File: src/rtl/i2s_audio_out.sv
// I2S output stage: accepts 12-bit offset-binary mono samples, converts them to
// 16-bit two's complement and serialises each word on both channels of a
// Philips I2S stream. Emits a per-frame strobe and an underrun pulse.
module i2s_audio_out #(
   parameter int unsigned CLK_DIV = 8
) (
   input  logic        clk,
   input  logic        rst,
   input  logic [11:0] sample_in,
   input  logic        sample_valid,
   output logic        sample_ready,
   output logic        i2s_bclk,
   output logic        i2s_lrclk,
   output logic        i2s_sdata,
   output logic        frame_pulse,
   output logic        underrun
);

   localparam int unsigned SAMPLE_W = 12;
   localparam int unsigned WORD_W   = 16;
   localparam int unsigned FRAME_W  = 2 * WORD_W;
   localparam int unsigned DIV_W    = 8;
   localparam int unsigned BIT_W    = 5;
   localparam int unsigned PAD_W    = WORD_W - SAMPLE_W;

   localparam logic [DIV_W-1:0] DIV_LAST    = DIV_W'(CLK_DIV - 1);
   localparam logic [BIT_W-1:0] SLOT_LOAD   = BIT_W'(1);
   localparam logic [BIT_W-1:0] SLOT_RIGHT  = BIT_W'(WORD_W);
   localparam logic [BIT_W-1:0] SLOT_LEFT   = BIT_W'(0);

   // Divider and bit-slot state
   logic [DIV_W-1:0]   div_cnt;
   logic [BIT_W-1:0]   bit_cnt;

   // Datapath state
   logic [FRAME_W-1:0] shift_reg;
   logic [WORD_W-1:0]  last_word;
   logic [WORD_W-1:0]  hold_word;
   logic               hold_full;

   // Combinational helpers
   logic               div_wrap;
   logic               bclk_fall;
   logic [BIT_W-1:0]   bit_next;
   logic               load;
   logic               accept;
   logic [WORD_W-1:0]  conv_word;
   logic [WORD_W-1:0]  load_word;
   logic               hold_full_next;

   // Offset-binary to two's complement: flip the sign bit and left-justify.
   always_comb begin
      conv_word = {~sample_in[SAMPLE_W-1], sample_in[SAMPLE_W-2:0], {PAD_W{1'b0}}};
   end

   // Event decode: divider wrap, BCLK falling edge, and frame load slot.
   always_comb begin
      div_wrap  = (div_cnt == DIV_LAST);
      bclk_fall = div_wrap && i2s_bclk;
      bit_next  = bit_cnt + BIT_W'(1);
      load      = bclk_fall && (bit_next == SLOT_LOAD);
      accept    = sample_valid && sample_ready;
      load_word = hold_full ? hold_word : last_word;
   end

   // Holding-register occupancy after this edge; a load frees it before an accept refills it.
   always_comb begin
      hold_full_next = hold_full;
      if (load) begin
         hold_full_next = 1'b0;
      end
      if (accept) begin
         hold_full_next = 1'b1;
      end
   end

   // Clock divider producing the bit clock.
   always_ff @(posedge clk) begin
      if (rst) begin
         div_cnt  <= '0;
         i2s_bclk <= 1'b0;
      end else if (div_wrap) begin
         div_cnt  <= '0;
         i2s_bclk <= ~i2s_bclk;
      end else begin
         div_cnt  <= div_cnt + DIV_W'(1);
      end
   end

   // Bit-slot counter and word select, advanced on each BCLK falling edge.
   always_ff @(posedge clk) begin
      if (rst) begin
         bit_cnt   <= '0;
         i2s_lrclk <= 1'b0;
      end else if (bclk_fall) begin
         bit_cnt <= bit_next;
         if (bit_next == SLOT_RIGHT) begin
            i2s_lrclk <= 1'b1;
         end else if (bit_next == SLOT_LEFT) begin
            i2s_lrclk <= 1'b0;
         end
      end
   end

   // Serialiser: load a fresh frame at slot 1, otherwise shift out MSB first.
   always_ff @(posedge clk) begin
      if (rst) begin
         shift_reg <= '0;
         i2s_sdata <= 1'b0;
         last_word <= '0;
      end else if (load) begin
         shift_reg <= {load_word, load_word};
         i2s_sdata <= load_word[WORD_W-1];
         last_word <= load_word;
      end else if (bclk_fall) begin
         shift_reg <= {shift_reg[FRAME_W-2:0], 1'b0};
         i2s_sdata <= shift_reg[FRAME_W-2];
      end
   end

   // Single-cycle frame strobe and underrun flag, both tied to the load event.
   always_ff @(posedge clk) begin
      if (rst) begin
         frame_pulse <= 1'b0;
         underrun    <= 1'b0;
      end else begin
         frame_pulse <= load;
         underrun    <= load && !hold_full;
      end
   end

   // One-deep holding register with valid/ready handshake.
   always_ff @(posedge clk) begin
      if (rst) begin
         hold_word    <= '0;
         hold_full    <= 1'b0;
         sample_ready <= 1'b0;
      end else begin
         if (accept) begin
            hold_word <= conv_word;
         end
         hold_full    <= hold_full_next;
         sample_ready <= !hold_full_next;
      end
   end

endmodule
File: config.mk
export PLATFORM = sky130hd
export DESIGN_NAME = i2s_audio_out
export DESIGN_NICKNAME = d
export VERILOG_FILES = /design/src/rtl/i2s_audio_out.sv
export SDC_FILE = /design/constraint.sdc
export NUM_CORES = 1
export LEC_CHECK = 0
export CAP_MARGIN = 20
export CORE_ASPECT_RATIO = 1.75
export CORE_MARGIN = 1
export CORE_UTILIZATION = 35
export CTS_CLUSTER_DIAMETER = 200
export CTS_CLUSTER_SIZE = 14
export DETAILED_ROUTE_END_ITERATION = 6
export HOLD_SLACK_MARGIN = 0.03
export SLEW_MARGIN = 10
export SYNTH_ARGS = -nofsm -noshare
export SYNTH_HDL_FRONTEND = slang
export SYNTH_SLANG_ARGS = --single-unit
File: constraint.sdc
create_clock -name clk -period 2.75 [get_ports clk]
set_clock_uncertainty 0.2 [all_clocks]
set_input_delay 0.275 -clock clk [delete_from_list [all_inputs] [get_ports clk]]
set_output_delay 0.275 -clock clk [all_outputs]
set_load 0.1 [all_outputs]
# Word level (Yosys, flattened, before mapping)
# Index checks and enable logic that the tools add are counted.
op_classes:
  add_sub_neg: 2
  n_eq_ne: 3
  muxes: 9
  bitwise_logic: 2
  reduce_logical: 11
ops:
  columns: ["op", "n"]
  rows:
  - ["31-bit two-way mux", 2]
  - ["16-bit two-way mux", 1]
  - ["8-bit by 1-bit adder with 8-bit output, second input constant", 1]
  - ["8-bit by 3-bit == test with 1-bit output, second input constant", 1]
  - ["1-bit two-way mux", 6]
  - ["5-bit by 1-bit adder with 5-bit output, second input constant", 1]
  - ["5-bit by 1-bit == test with 1-bit output, second input constant", 1]
  - ["5-bit == test, second input constant", 1]
  - ["5-bit logical NOT", 1]
  - ["1-bit logical AND", 4]
  - ["2-bit nonzero test", 2]
  - ["1-bit logical NOT", 2]
  - ["1-bit NOT", 2]
  - ["2-bit AND reduction", 1]
  - ["2-bit OR reduction", 1]
word_totals:
  reg_bits: 79
  inputBits: 15
  output_inout_bits: 6
  wordCells: 39

# Depth between registers and ports, before layout
depth:
  ltp_word: 6
  depth_mapped: 8
  mapped_depth_nobuf: 6

# Worst setup path after synthesis
# No wires, ideal clock.
synth_path:
  path_kind: "register to register"
  start: "reg i2s_bclk"
  end: "reg bit_cnt[3]"
  setup_ns: 0.128
  t_arrival_ns: 1.964
  t_required_ns: 2.422
  setup_slack_ns: 0.458
  path_stages_with_launch: 6
  n_path_buf: 1
  synth_period_minus_slack_ns: 2.292
  cell_sequence: "dfxtp_1 -> nor4b_4 -> buf_2 -> nand4_1 -> xor2_1 -> nor2_1"
synth_between:
  elab_chain_len: 1
synth_lines:
  columns: ["element", "line_no", "text"]
  rows:
  - ["start: declaration", "12", "output logic i2s_bclk,"]
  - ["start signal: assignment", "84", "i2s_bclk <= ~i2s_bclk;"]
  - ["1-bit logical AND", "59", "bclk_fall = div_wrap && i2s_bclk;"]
  - ["end signal: assignment", "96", "bit_cnt <= bit_next;"]
  - ["end: declaration", "33", "logic [BIT_W-1:0] bit_cnt;"]
# No other way between the ends.
# A chain may end at the register's enable or synchronous reset.

# Worst setup path in the final report
layout_path:
  start: "reg bit_cnt[0]"
  end: "reg last_word[1]"
layout_between:
  elab_chain_len: 3
layout_lines:
  columns: ["element", "line_no", "text"]
  rows:
  - ["5-bit by 1-bit adder with 5-bit output", "60", "bit_next = bit_cnt + BIT_W'(1);"]
  - ["5-bit by 1-bit == test with 1-bit output", "61", "load = bclk_fall && (bit_next == SLOT_LOAD);"]
  - ["1-bit logical AND", "61", null]
  - ["end signal: assignment", "114", "last_word <= load_word;"]
  - ["end: declaration", "37", "logic [WORD_W-1:0] last_word;"]
# No other way between the ends.

==> results.json <==
{
  "grt_max_degree": 86,
  "preCtsSetupSlack_ns": 0.438,
  "dieArea_mm2": 0.0102,
  "cap_violations": 0,
  "grt_pass1_vias": 2677,
  "critPathMaxFanout": 60,
  "numCtsBuffers": 9,
  "min_delay_path_depth": 3,
  "rsz0062_at_grt": "no",
  "arrival_ns": 2.33,
  "holdCritStartpoint": "rst",
  "worstMarginPinSlew_ns": 0.868,
  "rows": 47,
  "cts-resized-gates": 0,
  "synth_edf_count": 0,
  "hold_ws_ns": 0.198,
  "fin_ws_ns": 0.442,
  "crit_type": "flip-flop to flip-flop",
  "yosysUniqueCellTypes": 34,
  "drc": 0,
  "drive_gt1_share_pct": 12.0,
  "finalHoldViolations": 0,
  "slew-limit-headroom_pct": 42.1,
  "antenna_found_initial": 0,
  "cts_root_buffer": "clkbuf_16",
  "synth_nets": 414,
  "wl_per_cell_um": 12.5,
  "overflow": 0,
  "r2r-start": "bit_cnt[0]",
  "startpoint_type": "flip-flop",
  "p_leak_nw": 1.38,
  "area_growth_pct": 19.0,
  "drt_iter0_drc": 99,
  "fillCellCount": 943,
  "ant_nets": 0,
  "reg2regPathDepth": 7,
  "io_buffers": 20,
  "grt_util_all_layers_pct": 14.0,
  "fmax_ghz": 0.433,
  "syn_area_per_cell_um2": 8.68,
  "total_power_mw": 2.64,
  "viasPerCell": 5.02,
  "core_mm2": 0.00947,
  "slew_violations": 0,
  "post_cts_buffers": 0,
  "cts.path.max_buffers": 2,
  "synth_seq_area_share_pct": 46.1,
  "ir_drop_mv": 0.466,
  "grt_pass1_wl_um": 11700,
  "ios": 21,
  "syn_area_mm2": 0.00343,
  "setup_tns_ns": 0,
  "dr.pass1.iters": 4,
  "r2r_slack_ns": 0.44,
  "required_ns": 2.78,
  "antenna_cells": 0,
  "hold_class": "input pin to flip-flop",
  "clkTransAtPathRegs_ns": 0.06,
  "synth-main-ff-cell": "dfxtp_1",
  "cts_htree_levels": 3,
  "cts_sinks": 79,
  "mostFrequentLayoutCell": "dfxtp_1",
  "synth-seq-cells": 79,
  "powerDensity_mw_per_mm2": 647,
  "die_w_um": 76.8,
  "worstSetupEndpointType": "flip-flop",
  "layout_common_cells": "dfxtp_1, nand2_1, nand2b_1",
  "hold_path_end": "i2s_bclk",
  "final_util_pct": 43.1,
  "wl_um": 6590,
  "cts_tree": "yes",
  "final_net_count": 421,
  "start_util_pct": 36.2,
  "rr_endpoint": "last_word[1]",
  "async_flop_share_pct": 0,
  "via_count": 2653,
  "clk_latency_ns": 0.33,
  "cts_hold_buf": 0,
  "place_congestion": 0.734,
  "fin_crit_sh_pct": 83.9,
  "dp_hpwl_um": 4220,
  "outcome": "completed",
  "largest_reg_flops": 31,
  "synth_warnings": 0,
  "post-route-min-period_ns": 2.31,
  "die_h_um": 133,
  "synth_cells": 395,
  "setup_viol": 0
}
[worst max-delay path by stage]
stage,startpoint,to,cells after the start
2_1_floorplan,i2s_bclk,bit_cnt[3],5
3_3_place_gp,bit_cnt[0],sample_ready,7
3_5_place_dp,bit_cnt[0],last_word[3],7
4_1_cts,bit_cnt[0],last_word[3],7
5_1_grt,bit_cnt[1],last_word[6],6
6_report,bit_cnt[0],last_word[1],7
[critical path: stages (launching register included)]
cell	delay [ns]
dfxtp_1	0.49
ha_1	0.30
and3_1	0.27
nand3_1	0.15
o21ai_4	0.11
buf_12	0.26
a31oi_1	0.16
and2_1	0.23
[per-stage QoR]
step                area, µm²  std cells
finish                   4080        529
global route             4080        529
CTS                      4080        529
detailed placement       3730        513
global placement         3730        513
floorplan                3430        395
[logic make-up after synthesis]
| logic type | synth area share, % |
|---|---|
| AOI/OAI and AO/OA | 14.2 |
| xor gates and xnor gates | 3.06 |
| adders and majority gates | 1.46 |
| buffers and inverters | 4.05 |
| DFF | 46.1 |
| muxes | 3.79 |
| and+or+nand+nor | 27.3 |
[area by class of cell]
type,count,area [µm²],area share (%)
Clock buffer,11,243,5.95
Clock inverter,5,105,2.58
Inverter,4,15.0,0.368
Multi-Input combinational cell,282,1720,42.2
Sequential cell,79,1580,38.8
Tap cell,122,153,3.74
Timing Repair Buffer,26,263,6.44
[synth_stat cells (5+ instances only)]
cell | number | share of area (%)
dfxtp_1 | 79 | 46
clkbuf_1 | 21 | 2.3
buf_2 | 9 | 1.3
o311ai_0 | 18 | 4.6
a211oi_1 | 8 | 1.8
xor2_1 | 8 | 2.0
mux2i_1 | 13 | 3.8
nand2_1 | 38 | 4.2
o21ai_0 | 16 | 2.3
nand2b_1 | 38 | 6.9
a21oi_1 | 14 | 2.0
nand3_1 | 27 | 3.9
nor2_1 | 37 | 4.0
and2_1 | 5 | 0.91
or2_2 | 18 | 3.3
[power breakdown]
part	switching (mW)	total (mW)	leakage (nW)	internal (mW)
sequential	0.0188	1.18	0.638	1.16
clock	0.445	1.36	0.162	0.911
combinational	0.0522	0.103	0.584	0.0509
total	0.516	2.64	1.38	2.12
[metal layers]
metal / track usage (%) / vias up / part of all wire (%)
li1: - / 1377 / -
met1: 15.6 / 1235 / 46
met2: 24.7 / 33 / 50
met3: 3.24 / 8 / 2.7
met4: 6.94 / 0 / 1.8
met5: 0 / - / 0
Power figures use the tool's default switching activity.
